**src/rtl/apb_completer_pkg.sv**
```systemverilog
// Shared types for the APB completer: FSM state encoding and the captured response.
package apb_completer_pkg;

  // Width of the captured read data; the completer's DATA_WIDTH must match it.
  localparam int APB_DATA_WIDTH = 32;

  typedef enum logic [1:0] {
    IDLE  = 2'd0,
    REQ   = 2'd1,
    RESP  = 2'd2,
    DRAIN = 2'd3
  } apb_state_e;

  typedef struct packed {
    logic                      err;
    logic [APB_DATA_WIDTH-1:0] data;
  } apb_resp_t;

endpackage

```
**src/rtl/apb_completer_if.sv**
```systemverilog
// APB4/5 bus plus the local register request/ack bus, seen from both ends.
interface apb_completer_if #(
  parameter int ADDR_WIDTH = 32,
  parameter int DATA_WIDTH = 32
);
  logic [ADDR_WIDTH-1:0]   paddr;
  logic [2:0]              pprot;
  logic                    pnse;
  logic                    psel;
  logic                    penable;
  logic                    pwrite;
  logic [DATA_WIDTH-1:0]   pwdata;
  logic [DATA_WIDTH/8-1:0] pstrb;
  logic                    pready;
  logic [DATA_WIDTH-1:0]   prdata;
  logic                    pslverr;

  logic                    loc_req;
  logic                    loc_write;
  logic [ADDR_WIDTH-1:0]   loc_addr;
  logic [DATA_WIDTH-1:0]   loc_wdata;
  logic [DATA_WIDTH/8-1:0] loc_wstb;
  logic                    loc_ack;
  logic [DATA_WIDTH-1:0]   loc_rdata;
  logic                    loc_err;

  modport slave (
    input  paddr, pprot, pnse, psel, penable, pwrite, pwdata, pstrb,
    output pready, prdata, pslverr,
    output loc_req, loc_write, loc_addr, loc_wdata, loc_wstb,
    input  loc_ack, loc_rdata, loc_err
  );

  modport master (
    output paddr, pprot, pnse, psel, penable, pwrite, pwdata, pstrb,
    input  pready, prdata, pslverr,
    input  loc_req, loc_write, loc_addr, loc_wdata, loc_wstb,
    output loc_ack, loc_rdata, loc_err
  );
endinterface

```
**src/rtl/apb_completer_setup_check.sv**
```systemverilog
// Combinational screening of an APB setup phase: alignment, window, strobe and privilege.
module apb_completer_setup_check #(
  parameter int                    ADDR_WIDTH = 32,
  parameter int                    DATA_WIDTH = 32,
  parameter logic [ADDR_WIDTH-1:0] BASE_ADDR  = '0,
  parameter logic [ADDR_WIDTH-1:0] SIZE_BYTES = 'h1000,
  parameter bit                    PRIV_ONLY  = 1'b0
) (
  input  logic [ADDR_WIDTH-1:0]   i_paddr,
  input  logic                    i_pwrite,
  input  logic [DATA_WIDTH/8-1:0] i_pstrb,
  input  logic [2:0]              i_pprot,
  output logic                    o_err
);
  localparam int                    LSB      = $clog2(DATA_WIDTH / 8);
  localparam logic [ADDR_WIDTH-1:0] WIN_MASK = ~(SIZE_BYTES - 1'b1);

  logic w_misaligned;
  logic w_outside;
  logic w_bad_strb;
  logic w_unpriv;
  logic w_unused_prot;

  generate
    if (LSB > 0) begin : g_align
      assign w_misaligned = |i_paddr[LSB-1:0];
    end else begin : g_no_align
      assign w_misaligned = 1'b0;
    end
  endgenerate

  // The window is power-of-two sized and aligned, so a masked compare suffices.
  assign w_outside     = (i_paddr & WIN_MASK) != BASE_ADDR;
  assign w_bad_strb    = ~i_pwrite & (|i_pstrb);
  assign w_unpriv      = PRIV_ONLY & ~i_pprot[0];
  assign w_unused_prot = &{1'b0, i_pprot[2:1]};

  assign o_err = w_misaligned | w_outside | w_bad_strb | w_unpriv;
endmodule

```
**src/rtl/apb_completer.sv**
```systemverilog
// APB completer: screens setup phases, forwards good ones to the local req/ack bus,
// inserts wait states until ack and aborts with PSLVERR on timeout.
module apb_completer
  import apb_completer_pkg::*;
#(
  parameter int                    ADDR_WIDTH = 32,
  parameter int                    DATA_WIDTH = APB_DATA_WIDTH,
  parameter logic [ADDR_WIDTH-1:0] BASE_ADDR  = '0,
  parameter logic [ADDR_WIDTH-1:0] SIZE_BYTES = 'h1000,
  parameter int                    TIMEOUT    = 16,
  parameter bit                    PRIV_ONLY  = 1'b0
) (
  input logic              i_pclk,
  input logic              i_preset,
  apb_completer_if.slave   bus
);
  localparam int               CNT_W    = $clog2(TIMEOUT);
  localparam logic [CNT_W-1:0] CNT_LAST = CNT_W'(TIMEOUT - 1);

  apb_state_e              r_state, w_state_next;
  logic [CNT_W-1:0]        r_cnt, w_cnt_next;
  apb_resp_t               r_resp, w_resp_next;
  logic                    r_loc_req, w_loc_req_next;
  logic                    r_loc_write;
  logic [ADDR_WIDTH-1:0]   r_loc_addr;
  logic [DATA_WIDTH-1:0]   r_loc_wdata;
  logic [DATA_WIDTH/8-1:0] r_loc_wstb;
  logic                    w_load;
  logic                    w_setup_err;
  logic                    w_done;
  logic                    w_unused_pnse;

  assign w_unused_pnse = bus.pnse;

  apb_completer_setup_check #(
    .ADDR_WIDTH (ADDR_WIDTH),
    .DATA_WIDTH (DATA_WIDTH),
    .BASE_ADDR  (BASE_ADDR),
    .SIZE_BYTES (SIZE_BYTES),
    .PRIV_ONLY  (PRIV_ONLY)
  ) u_setup_check (
    .i_paddr  (bus.paddr),
    .i_pwrite (bus.pwrite),
    .i_pstrb  (bus.pstrb),
    .i_pprot  (bus.pprot),
    .o_err    (w_setup_err)
  );

  always_comb begin
    w_state_next   = r_state;
    w_cnt_next     = r_cnt;
    w_resp_next    = r_resp;
    w_loc_req_next = r_loc_req;
    w_load         = 1'b0;
    w_done         = 1'b0;
    case (r_state)
      IDLE: begin
        if (bus.psel && !bus.penable) begin
          w_cnt_next = '0;
          if (w_setup_err) begin
            w_resp_next  = '{err: 1'b1, data: '0};
            w_state_next = RESP;
          end else begin
            w_load         = 1'b1;
            w_loc_req_next = 1'b1;
            w_state_next   = REQ;
          end
        end
      end
      REQ, DRAIN: begin
        if (bus.loc_ack) begin
          w_done           = 1'b1;
          w_resp_next.err  = bus.loc_err;
          w_resp_next.data = r_loc_write ? '0 : APB_DATA_WIDTH'(bus.loc_rdata);
        end else if (r_cnt == CNT_LAST) begin
          w_done      = 1'b1;
          w_resp_next = '{err: 1'b1, data: '0};
        end else begin
          w_cnt_next = r_cnt + 1'b1;
          if (r_state == REQ && !bus.psel) begin
            w_state_next = DRAIN;
          end
        end
        // An abandoned transfer owes no APB response once the local side finishes.
        if (w_done) begin
          w_loc_req_next = 1'b0;
          w_state_next   = (r_state == REQ && bus.psel) ? RESP : IDLE;
        end
      end
      RESP:    w_state_next = IDLE;
      default: w_state_next = IDLE;
    endcase
  end

  always_ff @(posedge i_pclk or posedge i_preset) begin
    if (i_preset) begin
      r_state     <= IDLE;
      r_cnt       <= '0;
      r_resp      <= '0;
      r_loc_req   <= 1'b0;
      r_loc_write <= 1'b0;
      r_loc_addr  <= '0;
      r_loc_wdata <= '0;
      r_loc_wstb  <= '0;
    end else begin
      r_state   <= w_state_next;
      r_cnt     <= w_cnt_next;
      r_resp    <= w_resp_next;
      r_loc_req <= w_loc_req_next;
      if (w_load) begin
        r_loc_write <= bus.pwrite;
        r_loc_addr  <= bus.paddr - BASE_ADDR;
        r_loc_wdata <= bus.pwdata;
        r_loc_wstb  <= bus.pwrite ? bus.pstrb : '0;
      end
    end
  end

  assign bus.pready    = (r_state == RESP);
  assign bus.pslverr   = (r_state == RESP) && r_resp.err;
  assign bus.prdata    = (r_state == RESP && !r_resp.err) ? DATA_WIDTH'(r_resp.data) : '0;
  assign bus.loc_req   = r_loc_req;
  assign bus.loc_write = r_loc_write;
  assign bus.loc_addr  = r_loc_addr;
  assign bus.loc_wdata = r_loc_wdata;
  assign bus.loc_wstb  = r_loc_wstb;
endmodule

```
**src/flat_wrapper.sv**
```systemverilog
// flat-port wrapper written by rule: the top's interface ports become plain ports
module apb_completer_flat import apb_completer_pkg::*;
#(
  parameter int                    ADDR_WIDTH = 32,
  parameter int                    DATA_WIDTH = APB_DATA_WIDTH,
  parameter logic [ADDR_WIDTH-1:0] BASE_ADDR  = '0,
  parameter logic [ADDR_WIDTH-1:0] SIZE_BYTES = 'h1000,
  parameter int                    TIMEOUT    = 16,
  parameter bit                    PRIV_ONLY  = 1'b0
)
  (i_pclk, i_preset, bus_paddr, bus_pprot, bus_pnse, bus_psel, bus_penable, bus_pwrite, bus_pwdata, bus_pstrb, bus_pready, bus_prdata, bus_pslverr, bus_loc_req, bus_loc_write, bus_loc_addr, bus_loc_wdata, bus_loc_wstb, bus_loc_ack, bus_loc_rdata, bus_loc_err);
  apb_completer_if #(.ADDR_WIDTH(ADDR_WIDTH), .DATA_WIDTH(DATA_WIDTH)) bus_i ();
  input logic i_pclk;
  input logic i_preset;
  input wire logic [$bits(bus_i.paddr)-1:0] bus_paddr;
  input wire logic [$bits(bus_i.pprot)-1:0] bus_pprot;
  input wire logic [$bits(bus_i.pnse)-1:0] bus_pnse;
  input wire logic [$bits(bus_i.psel)-1:0] bus_psel;
  input wire logic [$bits(bus_i.penable)-1:0] bus_penable;
  input wire logic [$bits(bus_i.pwrite)-1:0] bus_pwrite;
  input wire logic [$bits(bus_i.pwdata)-1:0] bus_pwdata;
  input wire logic [$bits(bus_i.pstrb)-1:0] bus_pstrb;
  output wire logic [$bits(bus_i.pready)-1:0] bus_pready;
  output wire logic [$bits(bus_i.prdata)-1:0] bus_prdata;
  output wire logic [$bits(bus_i.pslverr)-1:0] bus_pslverr;
  output wire logic [$bits(bus_i.loc_req)-1:0] bus_loc_req;
  output wire logic [$bits(bus_i.loc_write)-1:0] bus_loc_write;
  output wire logic [$bits(bus_i.loc_addr)-1:0] bus_loc_addr;
  output wire logic [$bits(bus_i.loc_wdata)-1:0] bus_loc_wdata;
  output wire logic [$bits(bus_i.loc_wstb)-1:0] bus_loc_wstb;
  input wire logic [$bits(bus_i.loc_ack)-1:0] bus_loc_ack;
  input wire logic [$bits(bus_i.loc_rdata)-1:0] bus_loc_rdata;
  input wire logic [$bits(bus_i.loc_err)-1:0] bus_loc_err;
  assign bus_i.paddr = bus_paddr;
  assign bus_i.pprot = bus_pprot;
  assign bus_i.pnse = bus_pnse;
  assign bus_i.psel = bus_psel;
  assign bus_i.penable = bus_penable;
  assign bus_i.pwrite = bus_pwrite;
  assign bus_i.pwdata = bus_pwdata;
  assign bus_i.pstrb = bus_pstrb;
  assign bus_pready = bus_i.pready;
  assign bus_prdata = bus_i.prdata;
  assign bus_pslverr = bus_i.pslverr;
  assign bus_loc_req = bus_i.loc_req;
  assign bus_loc_write = bus_i.loc_write;
  assign bus_loc_addr = bus_i.loc_addr;
  assign bus_loc_wdata = bus_i.loc_wdata;
  assign bus_loc_wstb = bus_i.loc_wstb;
  assign bus_i.loc_ack = bus_loc_ack;
  assign bus_i.loc_rdata = bus_loc_rdata;
  assign bus_i.loc_err = bus_loc_err;
  apb_completer #(.ADDR_WIDTH(ADDR_WIDTH), .DATA_WIDTH(DATA_WIDTH), .BASE_ADDR(BASE_ADDR), .SIZE_BYTES(SIZE_BYTES), .TIMEOUT(TIMEOUT), .PRIV_ONLY(PRIV_ONLY)) u_core (.i_pclk(i_pclk), .i_preset(i_preset), .bus(bus_i));
endmodule
```
**config.mk**
```make
export PLATFORM = sky130hd
export DESIGN_NAME = apb_completer_flat
export DESIGN_NICKNAME = d
export VERILOG_FILES = /design/src/rtl/apb_completer_pkg.sv /design/src/rtl/apb_completer_if.sv /design/src/rtl/apb_completer_setup_check.sv /design/src/rtl/apb_completer.sv /design/src/flat_wrapper.sv
export SDC_FILE = /design/constraint.sdc
export NUM_CORES = 1
export LEC_CHECK = 0
export ABC_AREA = 0
export BUFFER_PORTS_ARGS = -buffer_cell sky130_fd_sc_hd__buf_2
export CORE_MARGIN = 2
export CORE_UTILIZATION = 30
export CTS_BUF_LIST = sky130_fd_sc_hd__clkbuf_2
export CTS_CLUSTER_SIZE = 10
export DETAILED_ROUTE_END_ITERATION = 12
export GPL_TIMING_DRIVEN = 0
export PLACE_DENSITY = 0.63
export SLEW_MARGIN = 20
export SYNTH_ARGS = -nofsm -noshare
export SYNTH_HDL_FRONTEND = slang
export SYNTH_SLANG_ARGS = --single-unit
```
**constraint.sdc**
```tcl
create_clock -name i_pclk -period 3.3 [get_ports i_pclk]
set_input_delay 0.33 -clock i_pclk [delete_from_list [all_inputs] [get_ports i_pclk]]
set_output_delay 0.33 -clock i_pclk [all_outputs]
set_load 0.005 [all_outputs]
```
==> flow_summary.json, run 1 <==
{
  "async_reset_ff_share_pct": 100,
  "cpLargestDelayFamily": "buffers and inverters",
  "die_width_um": 124,
  "route.detailed.wl_per_inst_um": 15.3,
  "io_pins": 215,
  "die_h_um": 124,
  "synth_common_cells": "109 x dfrtp_1, 40 x mux2_2, 33 x and3_1",
  "synthFlopType": "dfrtp_1",
  "powerDensity_nw_per_um2": 337,
  "grt_max_degree": 69,
  "drc": 0,
  "fin_hold_ws_ps": 116,
  "num_antenna_cells": 0,
  "path_common_cell": "clkbuf_1",
  "syn_to_final_growth_pct": 53.7,
  "routed_wl_um": 12400,
  "fin_crit_ps": 2860,
  "postCtsSetupBuffers": 0,
  "synth_edf_count": 0,
  "dpl_worst_slack_ps": 807,
  "rsz0062_at_grt": "no",
  "vias_per_cell": 4.67,
  "clk_latency_ps": 580,
  "cts-hold-fix-buffers": 87,
  "fin_ws_ps": 445,
  "clockBufferDepth": 2,
  "placed_area_um2": 5600,
  "hold_viol": 0,
  "fmax_mhz": 350,
  "p_seq_share_pct": 60.2,
  "synthCells": 319,
  "place_hpwl_um": 8360,
  "syn_area_um2": 4300,
  "crit_chain": "clkbuf_1 > nor2b_1 > clkbuf_1 > and3_1 > buf_2",
  "syn-num-nets": 431,
  "htree_levels": 3,
  "setup_viol": 0,
  "vdd_drop_max_uv": 257,
  "cts_sinks": 109,
  "port_buffers": 210,
  "fin_worst_skew_ps": 15.7,
  "synthTopCellsByArea": "dfrtp_1 64%, mux2_2 10%, a22o_1 6.5%, and3_1 4.8%, nor2b_1 3.5%",
  "internal_power_w": 0.00172,
  "cts_tree": "yes",
  "reg2reg_slack_ps": 970,
  "power_frac_comb_pct": 9.4,
  "post_cts_resized": 0,
  "setup-tns-final_ps": 0,
  "fin_crit_sh_pct": 86.5,
  "drive_above_1_share_pct": 44.0,
  "synth-seq-area-share_pct": 63.5,
  "ys_seq_elements": 109,
  "cts_made_buffers": 9,
  "first_pass_iters": 4,
  "leakagePower_nw": 3.79,
  "dieArea_um2": 15300,
  "drv_cap": 0,
  "swShare_pct": 22.9,
  "start_kind": "flop",
  "design.core.area_um2": 13900,
  "critPathArrivalTime_ps": 2530,
  "required_ps": 2970,
  "num_rows": 43,
  "p_clk_share_pct": 30.4,
  "grt_pass1_wl_um": 19700,
  "grtUsageTotal_pct": 16.7,
  "yosysUniqueCellTypes": 30,
  "initial_core_util_pct": 30.8,
  "clk_pin_slew_ps": 260,
  "grt_pass1_vias": 4068,
  "antenna_found_initial": 0,
  "crit_buf_inv": 3,
  "drtIter0Drc": 103,
  "root_buffer": "clkbuf_2",
  "worstSetupPathType": "flop to primary output",
  "p_sw_w": 0.000510,
  "num-nets-final": 740,
  "num_vias": 3790,
  "hold_class": "input port to flop",
  "yosysWarningCount": 0,
  "crit_fanout": 10,
  "ant_nets": 0,
  "synth_most_common_cell": "dfrtp_1",
  "syn_avg_cell_area_um2": 13.5,
  "slew_headroom_pct": 57.7,
  "gp_congestion": 0.777,
  "max_stage_delay_ps": 500,
  "maxSlewViolCount": 0,
  "outcome": "completed",
  "critPathSlowestCell": "nor2b_1",
  "final_design_area_no_fill_um2": 6600,
  "overflow": 0,
  "yosysTopAreaCellShare_pct": 63.5,
  "synth_area_leader_cell": "dfrtp_1",
  "tightestPinTransition_ps": 631,
  "end_kind": "primary output"
}
## layout by cell type, fill, tap and decap left out, drive strengths merged
cell           n
a21o           1
a21oi          1
a22o          32
a31oi          1
and2           2
and3          33
buf          220
bufinv         2
clkbuf        22
clkinv         2
dfrtp        109
dlygate4sd3   87
ha             1
inv            6
mux2          43
mux2i          4
nand2          9
nand2b         3
nand3          5
nand4          1
nor2           6
nor2b         24
nor3           1
nor4           6
o2111ai        1
o211ai         2
o21ai          3
o31a           1
or4b           1
xnor2          1
xor2           2
## path summary, 6_finish.rpt
check                                                     from                                   end  cells after the start
worst max-delay path             u_core.r_state[0]$_DFFE_PP0P_                        bus_prdata[28]                      5
min in group asynchronous                             i_preset  u_core.bus.loc_wdata[16]$_DFFE_PP0P_                      3
worst max register to register   u_core.r_state[1]$_DFFE_PP0P_  u_core.bus.loc_wdata[25]$_DFFE_PP0P_                      4
worst min register to register  u_core.bus.loc_req$_DFFE_PP0P_        u_core.bus.loc_req$_DFFE_PP0P_                      1
max in group asynchronous                             i_preset           u_core.r_cnt[3]$_DFFE_PP0P_                      4
worst min-delay path                               bus_penable         u_core.r_state[0]$_DFFE_PP0P_                      3
## kinds of logic (layout without fill, tap and decap cells)
group | count (synthesis) | in the layout | share of synthesized area (%)
AOI/OAI and AO/OA | 42 | 42 | 8.07
adders and majority gates | 1 | 1 | 0.291
muxes | 47 | 47 | 12.2
and+or+nand+nor | 91 | 91 | 12.5
buffers and inverters | 26 | 339 | 2.83
xor gates and xnor gates | 3 | 3 | 0.612
DFF | 109 | 109 | 63.5
## registers in the layout, summed over array words and instances, names as in the netlist
signal and flops:
u_core.r_state 2, u_core.bus.loc_wdata 32, u_core.bus.loc_req 1, u_core.r_resp 33, u_core.r_cnt 4, u_core.bus.loc_write 1
u_core.bus.loc_addr 32, u_core.bus.loc_wstb 4
## power by group through the flow
stage / combinational [W] / clock [W] / sequential, W
after floorplan: 0.0000412 / 0 / 0.00136
after global placement: 0.000119 / 0 / 0.00136
after detailed placement: 0.000129 / 0 / 0.00136
after CTS: 0.000208 / 0.000722 / 0.00134
after global routing: 0.000230 / 0.000772 / 0.00134
final: 0.000209 / 0.000677 / 0.00134
## per-layer routing
layer / track usage [%] / vias up / routed length (um)
met3: 6.09 / 26 / 780
met5: 0 / - / 0
met4: 6.25 / 0 / 301
met2: 28.9 / 131 / 6540
li1: - / 1751 / -
met1: 18.8 / 1882 / 4820
## final cells by class
| class | instances | area [um^2] |
|---|---|---|
| clock inverter | 4 | 73.8 |
| sequential | 109 | 2730 |
| clock buffer | 11 | 55.1 |
| multi-input combinational | 184 | 1450 |
| buffer | 20 | 98.8 |
| fill | 1248 | 7330 |
| timing repair buffer | 298 | 1950 |
| inverter | 6 | 27.5 |
| tap | 180 | 225 |
## through the flow
stage                     cells  power, W  utilization [%]
after detailed placement    710   0.00149             40.2
after CTS                   812   0.00227             47.4
after floorplan             319   0.00140                -
final                       812   0.00223             47.4
after global placement      709   0.00148             40.0
after global routing        812   0.00235             47.4
## worst register-to-register path: stages (launching register included)
cell	delay (ps)
dfrtp_1	490
or4b_4	570
nor3_2	500
buf_4	340
mux2_2	360
No activity file was read; power rests on OpenSTA's default activity.
==> run 2: changes to the inputs <==
--- a/config.mk
+++ b/config.mk
@@ -6,15 +6,16 @@
 export NUM_CORES = 1
 export LEC_CHECK = 0
 export ABC_AREA = 0
-export BUFFER_PORTS_ARGS = -buffer_cell sky130_fd_sc_hd__buf_2
+export BUFFER_PORTS_ARGS = -buffer_cell sky130_fd_sc_hd__clkbuf_2
 export CORE_MARGIN = 2
 export CORE_UTILIZATION = 30
 export CTS_BUF_LIST = sky130_fd_sc_hd__clkbuf_2
 export CTS_CLUSTER_SIZE = 10
 export DETAILED_ROUTE_END_ITERATION = 12
 export GPL_TIMING_DRIVEN = 0
-export PLACE_DENSITY = 0.63
+export PLACE_DENSITY = 0.6
 export SLEW_MARGIN = 20
 export SYNTH_ARGS = -nofsm -noshare
 export SYNTH_HDL_FRONTEND = slang
 export SYNTH_SLANG_ARGS = --single-unit
+export TNS_END_PERCENT = 100
==> constraint.sdc (replaced) <==
create_clock -name i_pclk -period 3 [get_ports i_pclk]
set_input_delay 0.3 -clock i_pclk [delete_from_list [all_inputs] [get_ports i_pclk]]
set_output_delay 0.3 -clock i_pclk [all_outputs]
set_load 0.005 [all_outputs]
==> flow_summary.json, run 2 (synthesis gave the netlist of run 1 again) <==
{
  "outcome": "completed",
  "final_common_cell": "clkbuf_2",
  "mostFrequentLayoutCells": "219 x clkbuf_2, 109 x dfrtp_1, 89 x dlygate4sd3_1, 40 x mux2_2, 33 x and3_1",
  "crit_fanout": 10,
  "fmax_mhz": 383,
  "fin_worst_skew_ps": 21.5,
  "required_ps": 2700,
  "rsz0062_at_grt": "no",
  "cts_made_buffers": 9,
  "setup-tns-final_ps": 0,
  "start_kind": "flop",
  "tightestPinTransition_ps": 676,
  "maxSlewViolCount": 0,
  "drv_cap": 0,
  "first_pass_iters": 6,
  "clk_pin_slew_ps": 270,
  "die_width_um": 124,
  "htree_levels": 3,
  "place_hpwl_um": 8350,
  "p_clk_share_pct": 29.0,
  "worstSetupPathType": "flop to primary output",
  "clockBufferDepth": 2,
  "largest_reg_flops": 33,
  "critPathArrivalTime_ps": 2310,
  "fill_cells": 1250,
  "drive_above_1_share_pct": 44.1,
  "clk_latency_ps": 590,
  "power_frac_comb_pct": 9.9,
  "num_vias": 3754,
  "design.core.area_um2": 13900,
  "slew_headroom_pct": 54.7,
  "fin_hold_ws_ps": 137,
  "drtIter0Drc": 109,
  "hold_viol": 0,
  "worstHoldPathCells": 5,
  "num-nets-final": 744,
  "ant_nets": 0,
  "root_buffer": "clkbuf_2",
  "fin_crit_sh_pct": 87.0,
  "port_buffers": 210,
  "route.detailed.wl_per_inst_um": 15.3,
  "postCtsSetupBuffers": 0,
  "num_rows": 43,
  "powerDensity_nw_per_um2": 364,
  "grt_max_degree": 36,
  "dieArea_um2": 15300,
  "leakagePower_nw": 3.73,
  "grt_pass1_vias": 4040,
  "antenna_found_initial": 0,
  "grtUsageTotal_pct": 16.8,
  "grt_pass1_wl_um": 19900,
  "fin_crit_ps": 2610,
  "overflow": 0,
  "initial_core_util_pct": 30.8,
  "internal_power_w": 0.00181,
  "p_sw_w": 0.000606,
  "swShare_pct": 25.0,
  "total_power_w": 0.00242,
  "cts_tree": "yes",
  "vias_per_cell": 4.59,
  "routed_wl_um": 12500,
  "syn_to_final_growth_pct": 54.8,
  "end_kind": "primary output",
  "die_h_um": 124,
  "num_antenna_cells": 0,
  "setup_viol": 0,
  "hold_class": "input port to flop",
  "drc": 0,
  "gp_congestion": 0.774,
  "p_seq_share_pct": 61.0,
  "regMostFlops": "u_core.r_resp",
  "io_pins": 215,
  "cts_sinks": 109,
  "vdd_drop_max_uv": 191,
  "rr_worst_depth": 4
}
==> run 2: cell count changes in the layout (fill, tap and decap cells not counted), moves of 2 or more <==
cell           delta
clkinvlp_4        +3
clkbuf_2        +208
dlygate4sd3_1     +2
buf_2           -210
buf_12            +3
==> run 2: through the flow <==
step	util (%)	instances	cell area, um^2	setup slack [ps]
finish	47.7	817	6650	390
global route	47.7	817	6650	162
CTS	47.7	817	6650	124
detailed placement	40.4	712	5640	477
global placement	40.0	709	5580	502
floorplan	-	319	4300	1130
==> run 2: power by group through the flow <==
stage	registers, W	logic [W]	clock network (W)
CTS	0.00148	0.000238	0.000744
global route	0.00148	0.000263	0.000805
floorplan	0.00150	0.0000456	0
finish	0.00148	0.000240	0.000702
detailed placement	0.00150	0.000147	0
global placement	0.00150	0.000133	0
==> run 2: what timing repair did <==
action                     in CTS  in global routing
hold buffers                   89                  0
hold endpoints to repair      163                  0
setup endpoints to repair       0                  1
resized for setup               0                  1
==> run 2: worst paths after layout <==
kind                                           startpoint                                  end  slack (ps)
max                         u_core.r_state[0]$_DFFE_PP0P_                       bus_prdata[27]         390
min                                         bus_paddr[20]        u_core.r_state[1]$_DFFE_PP0P_         140
max reg2reg                 u_core.r_state[1]$_DFFE_PP0P_     u_core.bus.loc_write$_DFFE_PP0P_         690
min reg2reg                u_core.bus.loc_req$_DFFE_PP0P_       u_core.bus.loc_req$_DFFE_PP0P_         520
max in group asynchronous                        i_preset        u_core.r_state[1]$_DFFE_PP0P_        2050
min in group asynchronous                        i_preset  u_core.bus.loc_wdata[6]$_DFFE_PP0P_         220
==> run 2: worst max-delay path, stage by stage, from the launching register on <==
cell and delay [ps]:
dfrtp_1 460, clkbuf_1 230, nor2b_2 340, clkbuf_1 360, and3_1 240, clkbuf_2 120
==> run 2: routing by layer <==
| layer | GRT usage, % | up-vias | wire [um] |
|---|---|---|---|
| li1 | - | 1762 | - |
| met3 | 4.12 | 27 | 705 |
| met1 | 20.5 | 1830 | 5140 |
| met5 | 0 | - | 0 |
| met2 | 28.1 | 135 | 6310 |
| met4 | 7.67 | 0 | 347 |
==> run 2: final cells by class <==
cell class | count | area, um^2 | share of cell area (%)
sequential | 109 | 2730 | 41.0
clock buffer | 9 | 45.0 | 0.677
multi-input combinational | 184 | 1450 | 21.8
inverter | 6 | 26.3 | 0.395
buffer | 20 | 98.8 | 1.49
tap | 180 | 225 | 3.39
timing repair buffer | 302 | 2000 | 30.1
clock inverter | 7 | 75.1 | 1.13
